===== src/rtl/framestore_request.sv =====
// Framestore servicing engine: round-robin drain of two reader address fifos and
// one writer fifo into single 64-bit memory commands, with in-order read return.
module framestore_request #(
  parameter logic [3:0] max_outstanding = 4'd8,
  parameter logic [3:0] reader_credit   = 4'd4
) (
  input  logic        clk,
  input  logic        rst,
  input  logic        rd0_addr_empty,
  output logic        rd0_addr_en,
  input  logic        rd0_addr_valid,
  input  logic [21:0] rd0_addr,
  input  logic        rd0_dta_almost_full,
  output logic        rd0_dta_en,
  output logic [63:0] rd0_dta,
  input  logic        rd1_addr_empty,
  output logic        rd1_addr_en,
  input  logic        rd1_addr_valid,
  input  logic [21:0] rd1_addr,
  input  logic        rd1_dta_almost_full,
  output logic        rd1_dta_en,
  output logic [63:0] rd1_dta,
  input  logic        wr_empty,
  output logic        wr_en,
  input  logic        wr_valid,
  input  logic [21:0] wr_addr,
  input  logic [63:0] wr_dta,
  output logic        mem_cmd_valid,
  input  logic        mem_cmd_ready,
  output logic        mem_cmd_wr,
  output logic [21:0] mem_cmd_addr,
  output logic [63:0] mem_cmd_dta,
  input  logic        mem_res_valid,
  input  logic [63:0] mem_res_dta,
  output logic        res_error
);

  typedef enum logic [1:0] {IDLE, FETCH, ISSUE} state_t;
  typedef enum logic [1:0] {SRC_WR, SRC_RD0, SRC_RD1} src_t;

  state_t state, state_nxt;
  src_t   rr_ptr, src, grant_src, s0, s1, s2;
  logic   grant, grant_go, fetch_valid;
  logic [2:0] elig;

  logic [3:0] out0, out1, total_out;
  logic [7:0] tag_mem;
  logic [2:0] tag_wp, tag_rp;
  logic       tag_head, accept_rd, res_ok, res_bad;

  function automatic src_t next_src(input src_t s);
    case (s)
      SRC_WR:  next_src = SRC_RD0;
      SRC_RD0: next_src = SRC_RD1;
      default: next_src = SRC_WR;
    endcase
  endfunction

  // elig bit index equals the src_t encoding
  always_comb begin
    elig[0] = !wr_empty;
    elig[1] = !rd0_addr_empty && !rd0_dta_almost_full &&
              (out0 < reader_credit) && (total_out < max_outstanding);
    elig[2] = !rd1_addr_empty && !rd1_dta_almost_full &&
              (out1 < reader_credit) && (total_out < max_outstanding);
    s0 = rr_ptr;
    s1 = next_src(s0);
    s2 = next_src(s1);
    grant     = 1'b1;
    grant_src = s0;
    if (elig[s0])      grant_src = s0;
    else if (elig[s1]) grant_src = s1;
    else if (elig[s2]) grant_src = s2;
    else               grant     = 1'b0;
  end

  assign grant_go = (state == IDLE) && grant && rst;

  always_comb begin
    case (src)
      SRC_WR:  fetch_valid = wr_valid;
      SRC_RD0: fetch_valid = rd0_addr_valid;
      default: fetch_valid = rd1_addr_valid;
    endcase
  end

  always_comb begin
    state_nxt   = state;
    wr_en       = 1'b0;
    rd0_addr_en = 1'b0;
    rd1_addr_en = 1'b0;
    case (state)
      IDLE: begin
        if (grant_go) begin
          state_nxt   = FETCH;
          wr_en       = (grant_src == SRC_WR);
          rd0_addr_en = (grant_src == SRC_RD0);
          rd1_addr_en = (grant_src == SRC_RD1);
        end
      end
      FETCH:   state_nxt = fetch_valid ? ISSUE : IDLE;
      ISSUE:   if (mem_cmd_ready) state_nxt = IDLE;
      default: state_nxt = IDLE;
    endcase
  end

  assign mem_cmd_valid = (state == ISSUE);

  always_ff @(posedge clk) begin
    if (!rst) begin
      state        <= IDLE;
      rr_ptr       <= SRC_WR;
      src          <= SRC_WR;
      mem_cmd_wr   <= 1'b0;
      mem_cmd_addr <= '0;
      mem_cmd_dta  <= '0;
    end else begin
      state <= state_nxt;
      if (grant_go) begin
        rr_ptr <= next_src(grant_src);
        src    <= grant_src;
      end
      if (state == FETCH && fetch_valid) begin
        case (src)
          SRC_WR: begin
            mem_cmd_wr   <= 1'b1;
            mem_cmd_addr <= wr_addr;
            mem_cmd_dta  <= wr_dta;
          end
          SRC_RD0: begin
            mem_cmd_wr   <= 1'b0;
            mem_cmd_addr <= rd0_addr;
          end
          default: begin
            mem_cmd_wr   <= 1'b0;
            mem_cmd_addr <= rd1_addr;
          end
        endcase
      end
    end
  end

  // total_out doubles as the tag fifo fill level
  assign accept_rd = mem_cmd_valid && mem_cmd_ready && !mem_cmd_wr;
  assign res_ok    = mem_res_valid && (total_out != 4'd0);
  assign res_bad   = mem_res_valid && (total_out == 4'd0);
  assign tag_head  = tag_mem[tag_rp];

  always_ff @(posedge clk) begin
    if (!rst) begin
      tag_mem    <= '0;
      tag_wp     <= '0;
      tag_rp     <= '0;
      out0       <= '0;
      out1       <= '0;
      total_out  <= '0;
      rd0_dta_en <= 1'b0;
      rd1_dta_en <= 1'b0;
      rd0_dta    <= '0;
      rd1_dta    <= '0;
      res_error  <= 1'b0;
    end else begin
      if (accept_rd) begin
        tag_mem[tag_wp] <= (src == SRC_RD1);
        tag_wp          <= tag_wp + 3'd1;
      end
      if (res_ok) tag_rp <= tag_rp + 3'd1;

      case ({accept_rd && (src == SRC_RD0), res_ok && !tag_head})
        2'b10:   out0 <= out0 + 4'd1;
        2'b01:   out0 <= out0 - 4'd1;
        default: out0 <= out0;
      endcase
      case ({accept_rd && (src == SRC_RD1), res_ok && tag_head})
        2'b10:   out1 <= out1 + 4'd1;
        2'b01:   out1 <= out1 - 4'd1;
        default: out1 <= out1;
      endcase
      case ({accept_rd, res_ok})
        2'b10:   total_out <= total_out + 4'd1;
        2'b01:   total_out <= total_out - 4'd1;
        default: total_out <= total_out;
      endcase

      rd0_dta_en <= res_ok && !tag_head;
      rd1_dta_en <= res_ok && tag_head;
      if (res_ok && !tag_head) rd0_dta <= mem_res_dta;
      if (res_ok && tag_head)  rd1_dta <= mem_res_dta;
      res_error <= res_error | res_bad;
    end
  end

`ifdef CHECK
  always_ff @(posedge clk) begin
    if (rst && res_bad) begin
      $error("framestore_request: read response with no outstanding tag");
      $stop;
    end
  end
`endif

endmodule


===== config.mk =====
export PLATFORM = sky130hd
export DESIGN_NAME = framestore_request
export DESIGN_NICKNAME = d
export VERILOG_FILES = /design/src/rtl/framestore_request.sv
export SDC_FILE = /design/constraint.sdc
export NUM_CORES = 1
export LEC_CHECK = 0
export CAP_MARGIN = 20
export CORE_AREA = 2 2 167 169
export DETAILED_ROUTE_END_ITERATION = 16
export DIE_AREA = 0 0 169 171
export PLACE_DENSITY_LB_ADDON = 0.15
export SYNTH_ARGS = -nofsm -noshare
export SYNTH_HDL_FRONTEND = slang
export SYNTH_SLANG_ARGS = --single-unit

===== constraint.sdc =====
create_clock -name clk -period 4.7 [get_ports clk]
set_input_delay 0.705 -clock clk [delete_from_list [all_inputs] [get_ports clk]]
set_output_delay 0.705 -clock clk [all_outputs]
set_load 0.02 [all_outputs]

==> flow_metrics.tcl <==
set metrics [dict create \
    synth.distinct_cells 50 \
    maxCapViolations 0 \
    drt-total-wl_microns 29500 \
    cp-startpoint "rd0_addr_empty" \
    r2r_start "tag_rp[0]$_SDFFE_PN0P_" \
    final_layout_size_suffix_gt1_share_pct 4.460 \
    clockBufferDepth 3 \
    clockRootBuffer "clkbuf_16" \
    cp.arrival_ns 2.91 \
    pwr-share-seq_pct 44.0 \
    diodes 0 \
    first_global_vias 8493 \
    crit_fanout 6 \
    drtAntennaViolNets 0 \
    ys_ff_latch 250 \
    p_clk_share_pct 41.3 \
    cts-hold-fix-buffers 0 \
    swShare_pct 24.80 \
    cts_resized 0 \
    via_per_inst 4.709 \
    die_x_microns 169 \
    async_flop_share_pct 0 \
    start_util_pct 37.65 \
    io_buffers 427 \
    hold_violations 0 \
    finalCriticalPeriod_ns 3.617 \
    avgSynthCellArea_sq_um 9.008 \
    clock-sinks 250 \
    crit_type "input port to output port" \
    coreArea_sq_um 27320 \
    wl_met1_microns 12030 \
    setup_ws_ns 1.083 \
    end_kind "output port" \
    insertion_delay_ns 0.53 \
    die-area_sq_um 28900 \
    wl_met3_microns 2963 \
    worst_setup_path_start_kind "input port" \
    synth_nets 1362 \
    dp_hpwl_microns 20610 \
    hold_class "flip-flop to flip-flop" \
    seq_area_frac_synth_pct 48.65 \
    synth_edf_count 0 \
    fin_crit_sh_pct 76.95 \
    firstDrtPassIters 4 \
    power.switching_mw 1.266 \
    cp_data_required_time_ns 3.99 \
    row_count 61 \
    topRoutingLayerUsed "met5" \
    route.detailed.drc 0 \
    globalRouteOverflowTotal 0 \
    antenna_found_initial 1 \
    power_leakage_nw 6.105 \
    relSlewSlack_pct 30.33 \
    grt_pass1_wl_microns 45320 \
    vias 8915 \
    gp_congestion 0.7906 \
    fmax_mhz 276.5 \
    nets 1750 \
    outcome "finished clean" \
    wl_met2_microns 13960 \
    grtUsageTotal_pct 19.31 \
    syn_area_sq_um 10290 \
    wl_per_cell_microns 15.58 \
    cts-htree-levels 1 \
    dp_slack_ns 1.078 \
    cts_buffers 28 \
    timing.final.max_slew_violations 0 \
    yosys_warnings 0 \
    rsz0062_at_grt "false" \
    drtIter0Drc 419 \
    setup_viol 0 \
    n_fill_cell 2469 \
    tightest_slew_ns 1.045 \
    cts_tree "yes" \
    cts.clk_slew.worst_paths_ns 0.06 \
    ir_drop_mv 0.2307 \
    io_pins 428 \
    die_h_microns 171 \
    grt_max_degree 111 \
    skew_ns 0.01868 \
    area_delta_synth_final_pct 50.91 \
    synth-main-ff-cell "dfxtp_1" \
    p_int_mw 3.837 \
    p_comb_share_pct 14.8 \
    final.setup.tns_ns 0 \
    power-per-cell-area_nw_per_um2 328.7 \
    hp-start "mem_cmd_dta[30]$_SDFFE_PN0P_" \
    postCtsSetupBuffers 0 \
    netlist_instances 1142 \
]
-- metal layers --
layer / vias up / track usage (%)
li1: 4543 / -
met1: 4018 / 22.44
met2: 314 / 33.86
met3: 38 / 7.472
met4: 2 / 4.088
met5: - / 0
-- worst max-delay path, cell delays in order --
cell	delay (ns)
clkdlybuf4s50_1	0.39
or4_4	0.50
or2_4	0.28
a31oi_4	0.25
nor2b_1	0.17
clkdlybuf4s50_1	0.61
-- through the flow --
step           area [sq um]  hold WS [ns]  util [%]  power [mW]  cells
2_1_floorplan         10290        0.4461         -       2.676   1142
3_3_place_gp          14640        0.4409     53.57       3.042   1846
3_5_place_dp          14640        0.4458     53.57       3.048   1846
4_1_cts               15520        0.4535     56.82       5.181   1893
5_1_grt               15520        0.4712     56.82       5.329   1893
6_report              15520        0.4517     56.82       5.103   1893
-- kinds of logic (layout without fill, tap and decap cells) --
family | after synthesis | in the layout | share of synthesized area, %
flip-flops | 250 | 250 | 48.65
AO/OA/AOI/OAI | 120 | 120 | 6.872
XOR/XNOR | 10 | 10 | 0.8514
AND/OR/NAND/NOR | 462 | 462 | 18.09
buffers and inverters | 95 | 500 | 4.987
adder cells (fa/ha/maj) | 14 | 14 | 1.922
multiplexers | 191 | 191 | 18.63
-- placed cells by master (no fill, tap or decap), drive strengths merged, types with 4 or more instances in the layout --
cell,netlist,final
clkdlybuf4s50,0,426
clkbuf,51,42
nor2,69,69
clkinv,0,4
nand2,358,358
xor2,8,8
o21ai,23,23
nand2b,6,6
nor2b,5,5
a21oi,81,81
mux2i,190,190
nand3,5,5
ha,11,11
dfxtp,250,250
inv,15,14
buf,29,12
-- layout make-up --
| type | instances | area [sq um] | area share [%] |
|---|---|---|---|
| flip-flops and latches | 250 | 5005 | 32.24 |
| multi-input cells | 797 | 4785 | 30.82 |
| repair buffers | 438 | 4358 | 28.07 |
| clock buffers | 42 | 823.3 | 5.303 |
| well taps | 346 | 432.9 | 2.789 |
| clock inverters | 5 | 63.81 | 0.4110 |
| inverters | 15 | 57.56 | 0.3707 |
-- synthesized netlist by cell type (2+ instances only) --
cell type    n  area [sq um]
nand2_1    358          1344
dfxtp_1    250          5005
mux2i_1    189          1892
a21oi_1     81         405.4
nor2_1      69         259.0
clkbuf_1    51         191.4
o21ai_0     23         115.1
inv_1       13         48.80
ha_1        11         137.6
buf_2        8         40.04
buf_6        8         90.09
xor2_1       8         70.07
buf_8        6         90.09
buf_4        5         37.54
nand2b_1     5         31.28
nand3_1      5         25.02
nor2b_1      5         31.28
a21o_1       3         22.52
fa_1         3         60.06
a311o_1      2         20.02
a31oi_4      2         42.54
buf_1        2         7.510
inv_2        2         7.510
nand3b_1     2         15.01
nand4b_1     2         17.52
nor3_1       2         10.01
nor4b_1      2         17.52
o22ai_1      2         12.51
xnor2_1      2         17.52
-- path summary, 6_finish.rpt --
kind,to,slack [ns],cells past startpoint
worst max-delay path,rd0_addr_en,1.08,6
worst min-delay path,mem_cmd_dta[30]$_SDFFE_PN0P_,0.45,2
worst max register to register,rd0_dta[17]$_SDFFE_PN0P_,2.02,6
worst min register to register,mem_cmd_dta[30]$_SDFFE_PN0P_,0.45,2
-- power by group through the flow --
| stage | Clock [mW] | Sequential [mW] | Combinational, mW |
|---|---|---|---|
| global route | 2.26 | 2.25 | 0.815 |
| floorplan | 0 | 2.36 | 0.315 |
| detailed placement | 0 | 2.29 | 0.758 |
| finish | 2.11 | 2.24 | 0.754 |
| global placement | 0 | 2.29 | 0.755 |
| CTS | 2.17 | 2.24 | 0.763 |
-- registers in the layout, indices dropped and copies added, names as in the netlist, 2 cells and up --
name / count
total_out: 4
rd0_dta: 64
out1: 4
tag_wp: 3
src: 2
tag_rp: 3
tag_mem: 8
out0: 4
state: 2
mem_cmd_addr: 22
rr_ptr: 2
mem_cmd_dta: 64
rd1_dta: 64
No activity file was read; power rests on OpenSTA's default activity.
